==> config.mk <==
export PLATFORM = sky130hd
export DESIGN_NAME = if_fetch_stage
export DESIGN_NICKNAME = d
export VERILOG_FILES = /design/src/rtl/fetch_pkg.sv /design/src/rtl/if_id_pipe_reg.sv /design/src/rtl/if_fetch_stage.sv
export SDC_FILE = /design/constraint.sdc
export NUM_CORES = 1
export LEC_CHECK = 0
export BUFFER_PORTS_ARGS = -buffer_cell sky130_fd_sc_hd__clkbuf_2
export CORE_AREA = 2 2 137 139
export DETAILED_ROUTE_END_ITERATION = 7
export DIE_AREA = 0 0 139 141
export PLACE_DENSITY = 0.51
export SYNTH_ARGS = -nofsm -noshare
export SYNTH_HDL_FRONTEND = slang
export SYNTH_HIERARCHICAL = 1
export SYNTH_SLANG_ARGS = --single-unit
==> constraint.sdc <==
create_clock -name Clk -period 2 [get_ports Clk]
set_input_delay 0.1 -clock Clk [delete_from_list [all_inputs] [get_ports Clk]]
set_output_delay 0.1 -clock Clk [all_outputs]
set_load 0.02 [all_outputs]
==> src/rtl/fetch_pkg.sv <==
// ----------------------------------------------------------------------------
// fetch_pkg
// Shared types and constants for the instruction-fetch stage.
//   fetch_state_t     : fetch FSM states (boot bubble, running, halted)
//   PC_STEP           : PC increment per fetched word
//   PC_ALIGN_MASK     : forces redirect targets onto a word boundary
//   DEFAULT_HALT_WORD : default encoding that stops fetch
// ----------------------------------------------------------------------------
package fetch_pkg;

    typedef enum logic [1:0] {
        ST_BOOT   = 2'd0,
        ST_RUN    = 2'd1,
        ST_HALTED = 2'd2
    } fetch_state_t;

    localparam logic [31:0] PC_STEP           = 32'd4;
    localparam logic [31:0] PC_ALIGN_MASK     = 32'hFFFF_FFFC;
    localparam logic [31:0] DEFAULT_HALT_WORD = 32'hFFFF_FFFF;

    // Misaligned redirect targets are silently rounded down to a word.
    function automatic logic [31:0] align_pc(input logic [31:0] addr);
        return addr & PC_ALIGN_MASK;
    endfunction

endpackage

==> src/rtl/if_id_pipe_reg.sv <==
// ----------------------------------------------------------------------------
// if_id_pipe_reg
// IF/ID pipeline register with flush, load and hold controls.
// Priority: flush > load > hold.
// Ports:
//   clk, rst_n     : clock, asynchronous active-low reset
//   flush          : clear the register to a bubble (all fields zero)
//   load           : capture load_instr / load_pcplus4 and mark valid
//   load_instr     : instruction word to capture
//   load_pcplus4   : PC+4 of that instruction
//   instr, pcplus4 : registered instruction and its PC+4
//   valid          : register holds a real instruction
// ----------------------------------------------------------------------------
module if_id_pipe_reg (
    input  logic        clk,
    input  logic        rst_n,
    input  logic        flush,
    input  logic        load,
    input  logic [31:0] load_instr,
    input  logic [31:0] load_pcplus4,
    output logic [31:0] instr,
    output logic [31:0] pcplus4,
    output logic        valid
);

    always_ff @(posedge clk or negedge rst_n) begin
        if (!rst_n) begin
            instr   <= '0;
            pcplus4 <= '0;
            valid   <= 1'b0;
        end else if (flush) begin
            instr   <= '0;
            pcplus4 <= '0;
            valid   <= 1'b0;
        end else if (load) begin
            instr   <= load_instr;
            pcplus4 <= load_pcplus4;
            valid   <= 1'b1;
        end
    end

endmodule

==> src/rtl/if_fetch_stage.sv <==
// ----------------------------------------------------------------------------
// if_fetch_stage
// Instruction-fetch stage: owns the PC, addresses the combinational
// instruction memory and captures the returned word into IF/ID.
// Handles ID stalls, EX-stage redirects and a halt word.
// Parameters:
//   RESET_PC  : PC value loaded on reset
//   HALT_WORD : instruction encoding that stops fetch once captured
// Ports:
//   Clk, Rst_n        : core clock, asynchronous active-low reset
//   IM_Address        : instruction-memory address (the PC register)
//   IM_Instruction    : word returned for IM_Address
//   ID_Stall          : hold PC and IF/ID this cycle
//   Redirect_Valid    : taken branch/jump from EX
//   Redirect_Target   : new PC (word-aligned here)
//   ID_Instruction    : IF/ID instruction
//   ID_PCPlus4        : IF/ID PC+4
//   ID_Valid          : IF/ID holds a real instruction
//   Halted            : fetch stopped on HALT_WORD
// Optional (macro FETCH_PERF_CNT_EN):
//   Perf_FetchCount   : cycles that loaded a valid instruction into IF/ID
//   Perf_StallCount   : RUN cycles stalled by ID without a redirect
// ----------------------------------------------------------------------------
module if_fetch_stage
    import fetch_pkg::*;
#(
    parameter logic [31:0] RESET_PC  = 32'h0000_0000,
    parameter logic [31:0] HALT_WORD = DEFAULT_HALT_WORD
) (
    input  logic        Clk,
    input  logic        Rst_n,
    output logic [31:0] IM_Address,
    input  logic [31:0] IM_Instruction,
    input  logic        ID_Stall,
    input  logic        Redirect_Valid,
    input  logic [31:0] Redirect_Target,
    output logic [31:0] ID_Instruction,
    output logic [31:0] ID_PCPlus4,
    output logic        ID_Valid,
    output logic        Halted
`ifdef FETCH_PERF_CNT_EN
    ,
    output logic [31:0] Perf_FetchCount,
    output logic [31:0] Perf_StallCount
`endif
);

    fetch_state_t state_q, state_d;
    logic [31:0]  pc_q, pc_d;
    logic [31:0]  pc_plus4;
    logic         pipe_load;
    logic         pipe_flush;

    // Modulo-2^32: 32'hFFFF_FFFC wraps to 0.
    assign pc_plus4   = pc_q + PC_STEP;
    assign IM_Address = pc_q;
    assign Halted     = (state_q == ST_HALTED);

    always_ff @(posedge Clk or negedge Rst_n) begin
        if (!Rst_n) begin
            state_q <= ST_BOOT;
            pc_q    <= RESET_PC;
        end else begin
            state_q <= state_d;
            pc_q    <= pc_d;
        end
    end

    always_comb begin
        state_d    = state_q;
        pc_d       = pc_q;
        pipe_load  = 1'b0;
        pipe_flush = 1'b0;
        unique case (state_q)
            // One bubble cycle; redirect and stall are ignored here.
            ST_BOOT: begin
                state_d = ST_RUN;
            end
            ST_RUN: begin
                if (Redirect_Valid) begin
                    pc_d       = align_pc(Redirect_Target);
                    pipe_flush = 1'b1;
                end else if (!ID_Stall) begin
                    pipe_load = 1'b1;
                    if (IM_Instruction == HALT_WORD) begin
                        state_d = ST_HALTED;
                    end else begin
                        pc_d = pc_plus4;
                    end
                end
            end
            ST_HALTED: begin
                if (Redirect_Valid) begin
                    // An older branch cancels the halt.
                    pc_d       = align_pc(Redirect_Target);
                    pipe_flush = 1'b1;
                    state_d    = ST_RUN;
                end else if (!ID_Stall) begin
                    // ID has taken the halt word; leave a bubble behind it.
                    pipe_flush = 1'b1;
                end
            end
            default: begin
                state_d = ST_BOOT;
            end
        endcase
    end

    if_id_pipe_reg u_if_id (
        .clk          (Clk),
        .rst_n        (Rst_n),
        .flush        (pipe_flush),
        .load         (pipe_load),
        .load_instr   (IM_Instruction),
        .load_pcplus4 (pc_plus4),
        .instr        (ID_Instruction),
        .pcplus4      (ID_PCPlus4),
        .valid        (ID_Valid)
    );

`ifdef FETCH_PERF_CNT_EN
    always_ff @(posedge Clk or negedge Rst_n) begin
        if (!Rst_n) begin
            Perf_FetchCount <= '0;
            Perf_StallCount <= '0;
        end else begin
            if (pipe_load) begin
                Perf_FetchCount <= Perf_FetchCount + 32'd1;
            end
            if ((state_q == ST_RUN) && ID_Stall && !Redirect_Valid) begin
                Perf_StallCount <= Perf_StallCount + 32'd1;
            end
        end
    end
`endif

endmodule

-- After elaboration in Yosys (flattened, before gate mapping)
Index checks and enable logic that the tools add are counted.
- bits in registers: 99
- input bits: 68
- output and inout bits: 98
- word-level logic and storage cells: 42
- add/sub/neg operators: 1
- equality and inequality tests: 9
- muxes and demuxes: 22
- reductions and logical operators: 5
- operators with widths (kind ; count):
    32-bit 2-to-1 mux ; 8
    32-bit case mux with 2 select lines ; 1
    32-bit by 3-bit adder with 32-bit output (second input constant) ; 1
    32-bit equality test (second input constant) ; 1
    2-bit 2-to-1 mux ; 4
    2-bit inequality test (second input constant) ; 4
    4-bit AND reduction ; 2
    1-bit 2-to-1 mux ; 7
    3-bit inequality test (second input constant) ; 2
    2-bit case mux with 3 select lines ; 1
    2-bit nonzero test ; 2
    2-bit by 1-bit equality test with 1-bit output (second input constant) ; 1
    2-bit equality test (second input constant) ; 1
    2-bit zero test ; 1
    1-bit case mux with 2 select lines ; 1

-- Logic depth before layout (Yosys ltp)
Gate-level depths: netlist (run 1).
- depth in word-level cells: 5
- depth in mapped cells: 9
- mapped depth without buffers: 7

-- Hierarchy
Netlist (run 1), hierarchy kept.
- by module, submodules not included (module ; instances ; cells an instance ; area an instance (µm²) ; seq. area each (µm²)):
    if_fetch_stage ; 1 ; 312 ; 2700.1 ; 800.8
    if_id_pipe_reg ; 1 ; 209 ; 2637.5 ; 1626.6

-- Least setup slack after synthesis (run 1)
Ideal clock, no wire load.
- path kind: register to register
- from: reg state_q[0]
- to: reg u_if_id.instr[0]
- setup time: 132 ps
- data arrival time: 1992 ps
- required time: 1868 ps
- setup slack: -124 ps
- cell stages (with the launch flop): 9
- buffers on the path: 3
- period minus slack after synthesis: 2124 ps
- path through: dfrtp_1 > inv_1 > ha_1 > o21a_1 > clkbuf_1 > o21a_1 > buf_2 > clkbuf_1 > nor2_1
- word-level cells in the longest chain between the ends: 3
- elaborated cells between the ends (all ways): 6
- those cells by class: 2 x eq/ne; 3 x mux; 1 x reduce/logical
- RTL lines (what ; RTL line ; text):
    from (decl) ; if_fetch_stage.sv:48 ; fetch_state_t state_q, state_d;
    from (signal assigned) ; if_fetch_stage.sv:64 ; state_q <= state_d;
    2-bit equality test * ; - ;
    named net Halted ; if_fetch_stage.sv:40 ; output logic Halted
    1-bit case mux with 2 select lines * ; if_fetch_stage.sv:74 ; unique case (state_q)
    named net pipe_flush ; if_fetch_stage.sv:52 ; logic pipe_flush;
    32-bit 2-to-1 mux / 2-bit nonzero test (equally long branches) ; - ;
    to (signal assigned) ; if_id_pipe_reg.sv:36 ; instr <= load_instr;
    to (decl) ; if_id_pipe_reg.sv:21 ; output logic [31:0] instr,
Mark *: on every way through the listed nets, which the timed path passes. The rest lies on a longest branch.
A chain may end at the register's enable or synchronous reset.

-- Worst setup path after layout (run 1)
- from: reg state_q[0]
- to: reg pc_q[6], in the netlist IM_Address[6]
- word-level cells in the longest chain between the ends: 3
- elaborated cells between the ends (all ways): 8
- those cells by class: 5 x eq/ne; 1 x mux; 2 x reduce/logical
- RTL lines (what ; RTL line ; text):
    2-bit by 1-bit equality test with 1-bit output / 2-bit equality test (equally long branches) ; if_fetch_stage.sv:74 ;
    3-bit inequality test (no line), or another cell as far along ; - ;
    4-bit AND reduction (no line) ; - ;
    to (signal assigned) ; if_fetch_stage.sv:65 ; pc_q <= pc_d;
    to (decl) ; if_fetch_stage.sv:49 ; logic [31:0] pc_q, pc_d;
Several ways; a longest one is shown, not always the timed one.

==> results of run 1 <==
[kinds of logic (layout without fill, tap and decap cells)]
kind of cell               after synthesis  count (layout)  synth area share
xor gates and xnor gates                28              28            0.0459
buffers and inverters                   49             248            0.0558
and+or+nand+nor                        189             189             0.192
muxes                                   70              70             0.131
adders and majority gates                4               4           0.00938
other                                    1               4          0.000703
DFF                                     97              97             0.455
AOI/OAI and AO/OA                       83              83             0.110
[timing repair]
item	CTS	global route
hold endpoints to repair	30	0
setup endpoints to repair	0	14
hold buffers	2	0
resized for setup	0	16
setup buffers	0	5
[flip-flops by register name (all words and copies together), names as in the netlist]
name             flops
IM_Address          30
state_q              2
u_if_id/instr       32
u_if_id/pcplus4     32
u_if_id/valid        1
[worst min-delay path, stage by stage]
cell and delay (ps):
clkbuf_2 90, mux2i_1 60, nor2_1 80
[final timing paths]
check	from	endpoint	slack (ps)
setup / recovery	state_q[0]	IM_Address[6]	100
hold / removal	IM_Instruction[7]	u_if_id/instr[7]	20
setup reg to reg	state_q[0]	IM_Address[6]	100
hold reg to reg	u_if_id/valid	u_if_id/valid	520
max in group asynchronous	Rst_n	u_if_id/pcplus4[19]	1040
min in group asynchronous	Rst_n	u_if_id/pcplus4[24]	250
[final cells by class]
type | count | area, sq um
multi-input cells | 378 | 2710
clock inverters | 5 | 56.3
clock buffers | 11 | 233
inverters | 9 | 33.8
fillers | 1877 | 11200
repair buffers | 223 | 1350
flip-flops and latches | 97 | 2430
well taps | 234 | 293
[routing by layer]
metal | wire [um] | GRT usage
met5 | 0 | 0
met1 | 7190 | 0.223
met3 | 799 | 0.0299
met2 | 7760 | 0.265
met4 | 384 | 0.0670
[cell usage in the layout, fill, tap and decap left out, types with 5 or more instances in the layout]
cell         n
nand3_1     17
and3_1       6
buf_12       5
o21ai_0     10
nor2_1      81
a2bb2oi_1    8
dfrtp_1     96
xnor2_1     21
inv_1        8
buf_4       54
nand2_1     23
clkbuf_16    9
a2bb2oi_2    5
xor2_1       7
a21oi_1     13
nand4_1     21
a22oi_1      7
a211oi_1     6
o22ai_1     12
mux2i_1     70
clkbuf_2   160
nor3_1       5
[metrics by stage]
step	instance area (sq um)	setup WS [ps]	instances	setup TNS, ps
6_report	7100	104	957	0
5_1_grt	7100	1.03	957	0
3_5_place_dp	6700	62.5	934	0
2_1_floorplan	5350	-24.2	524	-967
3_3_place_gp	6700	136	934	0
4_1_cts	7000	43.0	952	0
[where the power goes]
| group | leakage, nW | internal [mW] | total, mW | switching (mW) |
|---|---|---|---|---|
| sequential | 1.23 | 2.12 | 2.26 | 0.138 |
| combinational | 1.99 | 0.574 | 1.43 | 0.854 |
| clock | 0.139 | 0.970 | 1.74 | 0.774 |
| total | 3.36 | 3.67 | 5.43 | 1.77 |
==> reports/qor.csv, run 1 <==
metric;value;unit
grt_usage;0.166;
worstHoldPathCells;3;
routabilityCongestion;0.823;
grt_antenna_before_repair;0;
clk_latency;350;ps
totalWireLength;16100;um
antenna_left;0;
grt_pass1_vias;4779;
drtIter0Drc;286;
async_flop_share;1.00;
vdd_ir_drop_max;0.447;mV
synth.distinct_cells;53;
synth_area;5340;sq um
dieArea;19600;sq um
die_y;141;um
cts_tree;built;
final_util;0.389;
cp.required;2270;ps
crit_path_cell_trace;inv_1 > ha_2 > or2_1 > a31oi_4 > buf_4 > or2_4 > buf_4 > mux2i_1;
worstPathArrival;2160;ps
cts_max_path_buffers;2;
core-area;18300;sq um
grt_overflow;0;
drc;0;
drt-pass1-iter-count;4;
ys.warnings.count;6;
p_leak;3.36;nW
routedWlPerCell;16.9;um
die_w;139;um
grt_max_degree;46;
start_util;0.292;
clkSinkCount;97;
crit_family;buffers and inverters;
synth.largest_area_cell;dfrtp_1;
syn_avg_cell_area;10.2;sq um
rsz0062_at_grt;no;
criticalPathCategory;reg -> reg;
dpl.hpwl;11800;um
cp-start-kind;flip-flop;
rows;50;
critPathMostFrequentCell;buf_4;
power;5.43;mW
cts_max_level;3;
reg2regPathDepth;8;
finalCritPeriodShare;0.948;
synth_top_flop_cell;dfrtp_1;
finClkSkew;11.4;ps
p_per_area;765;nW/um^2
crit_buf_inv;3;
whs;22.6;ps
ys_ff_latch;97;
setup_viol;0;
cap_violations;0;
synthCells;521;
crit_cells;8;
detail_route.vias_per_cell;5.00;
synth_edf_count;0;
num_vias;4782;
status;finished clean;
drv_slew;0;
critPathSlowestCell;dfrtp_1;
hold_viol_final;0;
finalCriticalPeriod;1900;ps
end_kind;flip-flop;
synth_top_area_frac;0.455;
nets;790;
cts_buffers;9;
io_pins;166;
area_growth;33.1;%
slowest_delay;390;ps
crit_fanout;7;
path_clk_slew;60;ps
yosysMostFrequentCell;dfrtp_1;
root_buffer;clkbuf_16;
hold_class;in -> reg;
seq_area_frac_synth;0.455;
synthTopCellsByArea;dfrtp_1, mux2i_1, nor2_1, xnor2_1, nand4_1;
clock.fmax;0.527;GHz
grt_pass1_wl;26000;um
layout-drive-gt1-share;0.372;
diodes;0;
synth_commonest_cells;dfrtp_1, nor2_1, mux2i_1;
port_buffers;161;
No activity file was read; power rests on OpenSTA's default activity.
==> run 2, diff against run 1 <==
PLACE_DENSITY = 0.63   (was 0.51)
RECOVER_POWER = 25   (was default)
==> reports/qor.csv, run 2 (synthesis results as in run 1) <==
metric;value;unit
tns;0;ps
highest_layer;met4;
vdd_ir_drop_max;0.409;mV
clk_latency;350;ps
routedWlPerCell;16.6;um
num_vias;4627;
nets;776;
cts_tree;built;
slew_headroom;0.240;
worst_pin_slew;1140;ps
hold_viol_final;0;
routabilityCongestion;0.852;
layout-drive-gt1-share;0.319;
drt-pass1-iter-count;4;
die_y;141;um
diodes;0;
criticalPathCategory;reg -> reg;
cap_violations;0;
whs;27.1;ps
start_util;0.292;
rsz0062_at_grt;yes;
final_cell_mix;clkbuf_2, dfrtp_1, nor2_1, mux2i_1, buf_4;
finClkSkew;10.8;ps
crit_buf_inv;0;
fin_area;6950;sq um
p_leak;3.23;nW
finalCriticalPeriod;1880;ps
finalCritPeriodShare;0.939;
power;5.47;mW
status;finished clean;
worstHoldPathCells;3;
core-area;18300;sq um
hold_class;in -> reg;
dieArea;19600;sq um
area_growth;30.2;%
crit_path_cell_trace;ha_1 > nand2_1 > or4_4 > o31ai_1 > a22o_1;
path_clk_slew;70;ps
drt-met1-wl;7260;um
drv_slew;0;
critPathSlowestCell;or4_4;
end_kind;flip-flop;
clkSinkCount;97;
slowest_delay;560;ps
cp-start-kind;flip-flop;
io_pins;166;
drc;0;
rows;50;
p_per_area;786;nW/um^2
crit_fanout;5;
worstPathArrival;2170;ps
setup_viol;0;
cts_buffers;9;
drtIter0Drc;304;
grt_pass1_wl;25000;um
crit_family;simple AND/OR/NAND/NOR gates;
final_common_cell;clkbuf_2;
crit_cells;5;
die_w;139;um
cts_max_path_buffers;2;
antenna_left;0;
cp.required;2290;ps
grt_antenna_before_repair;0;
grt_pass1_vias;4456;
dpl.hpwl;11400;um
cts_max_level;3;
place_area;6650;sq um
port_buffers;161;
totalWireLength;15600;um
wl_met3;652;um
grt_max_degree;46;
dr_wl_met2;7570;um
grt_usage;0.161;
clock.fmax;0.532;GHz
detail_route.vias_per_cell;4.91;
post_cts_buffers;0;
grt_overflow;0;
reg2regPathDepth;5;
root_buffer;clkbuf_16;
run 2: power by group:
part           leakage [nW]  internal [mW]  switching, mW  total (mW)
logic                  1.85          0.544          0.830        1.37
registers              1.23           2.12          0.138        2.26
clock network         0.153           1.05          0.784        1.83
run 2: worst paths after layout:
path	endpoint	startpoint	slack, ps
worst max-delay path	IM_Address[14]	IM_Address[3]	120
worst min-delay path	u_if_id/instr[5]	IM_Instruction[5]	30
worst max register to register	IM_Address[14]	IM_Address[3]	120
worst min register to register	u_if_id/valid	u_if_id/valid	500
max in group asynchronous	u_if_id/pcplus4[29]	Rst_n	470
min in group asynchronous	u_if_id/valid	Rst_n	510
run 2: routing by layer:
layer / vias to the layer above / global-route usage
li1: 2239 / -
met4: 0 / 0.0415
met2: 120 / 0.265
met1: 2259 / 0.219
met5: - / 0
met3: 9 / 0.0289
run 2: tightest hold or removal path, delay by kind of cell:
| family | cells | cell delay, ps |
|---|---|---|
| buffers and inverters | 1 | 90 |
| AND/OR/NAND/NOR | 1 | 80 |
| multiplexers | 1 | 60 |
run 2: timing repair:
action / 4_1_cts / 5_1_grt
hold buffers: 1 / 0
gates resized for setup: 0 / 3
setup endpoints to repair: 0 / 12
endpoints found under the hold margin: 38 / 0
run 2: final cells by class:
type / instances / area (sq um)
well taps: 234 / 293
inverters: 9 / 33.8
clock inverters: 5 / 60.1
flip-flops and latches: 97 / 2430
multi-input cells: 378 / 2660
clock buffers: 11 / 253
fillers: 1848 / 11300
repair buffers: 209 / 1220
run 2: stage by stage:
step	util	instances	worst slack, ps
2_1_floorplan	-	524	-24.2
3_3_place_gp	0.364	926	136
3_5_place_dp	0.364	926	87.9
4_1_cts	0.382	943	69.6
5_1_grt	0.380	943	-10.3
6_report	0.380	943	121
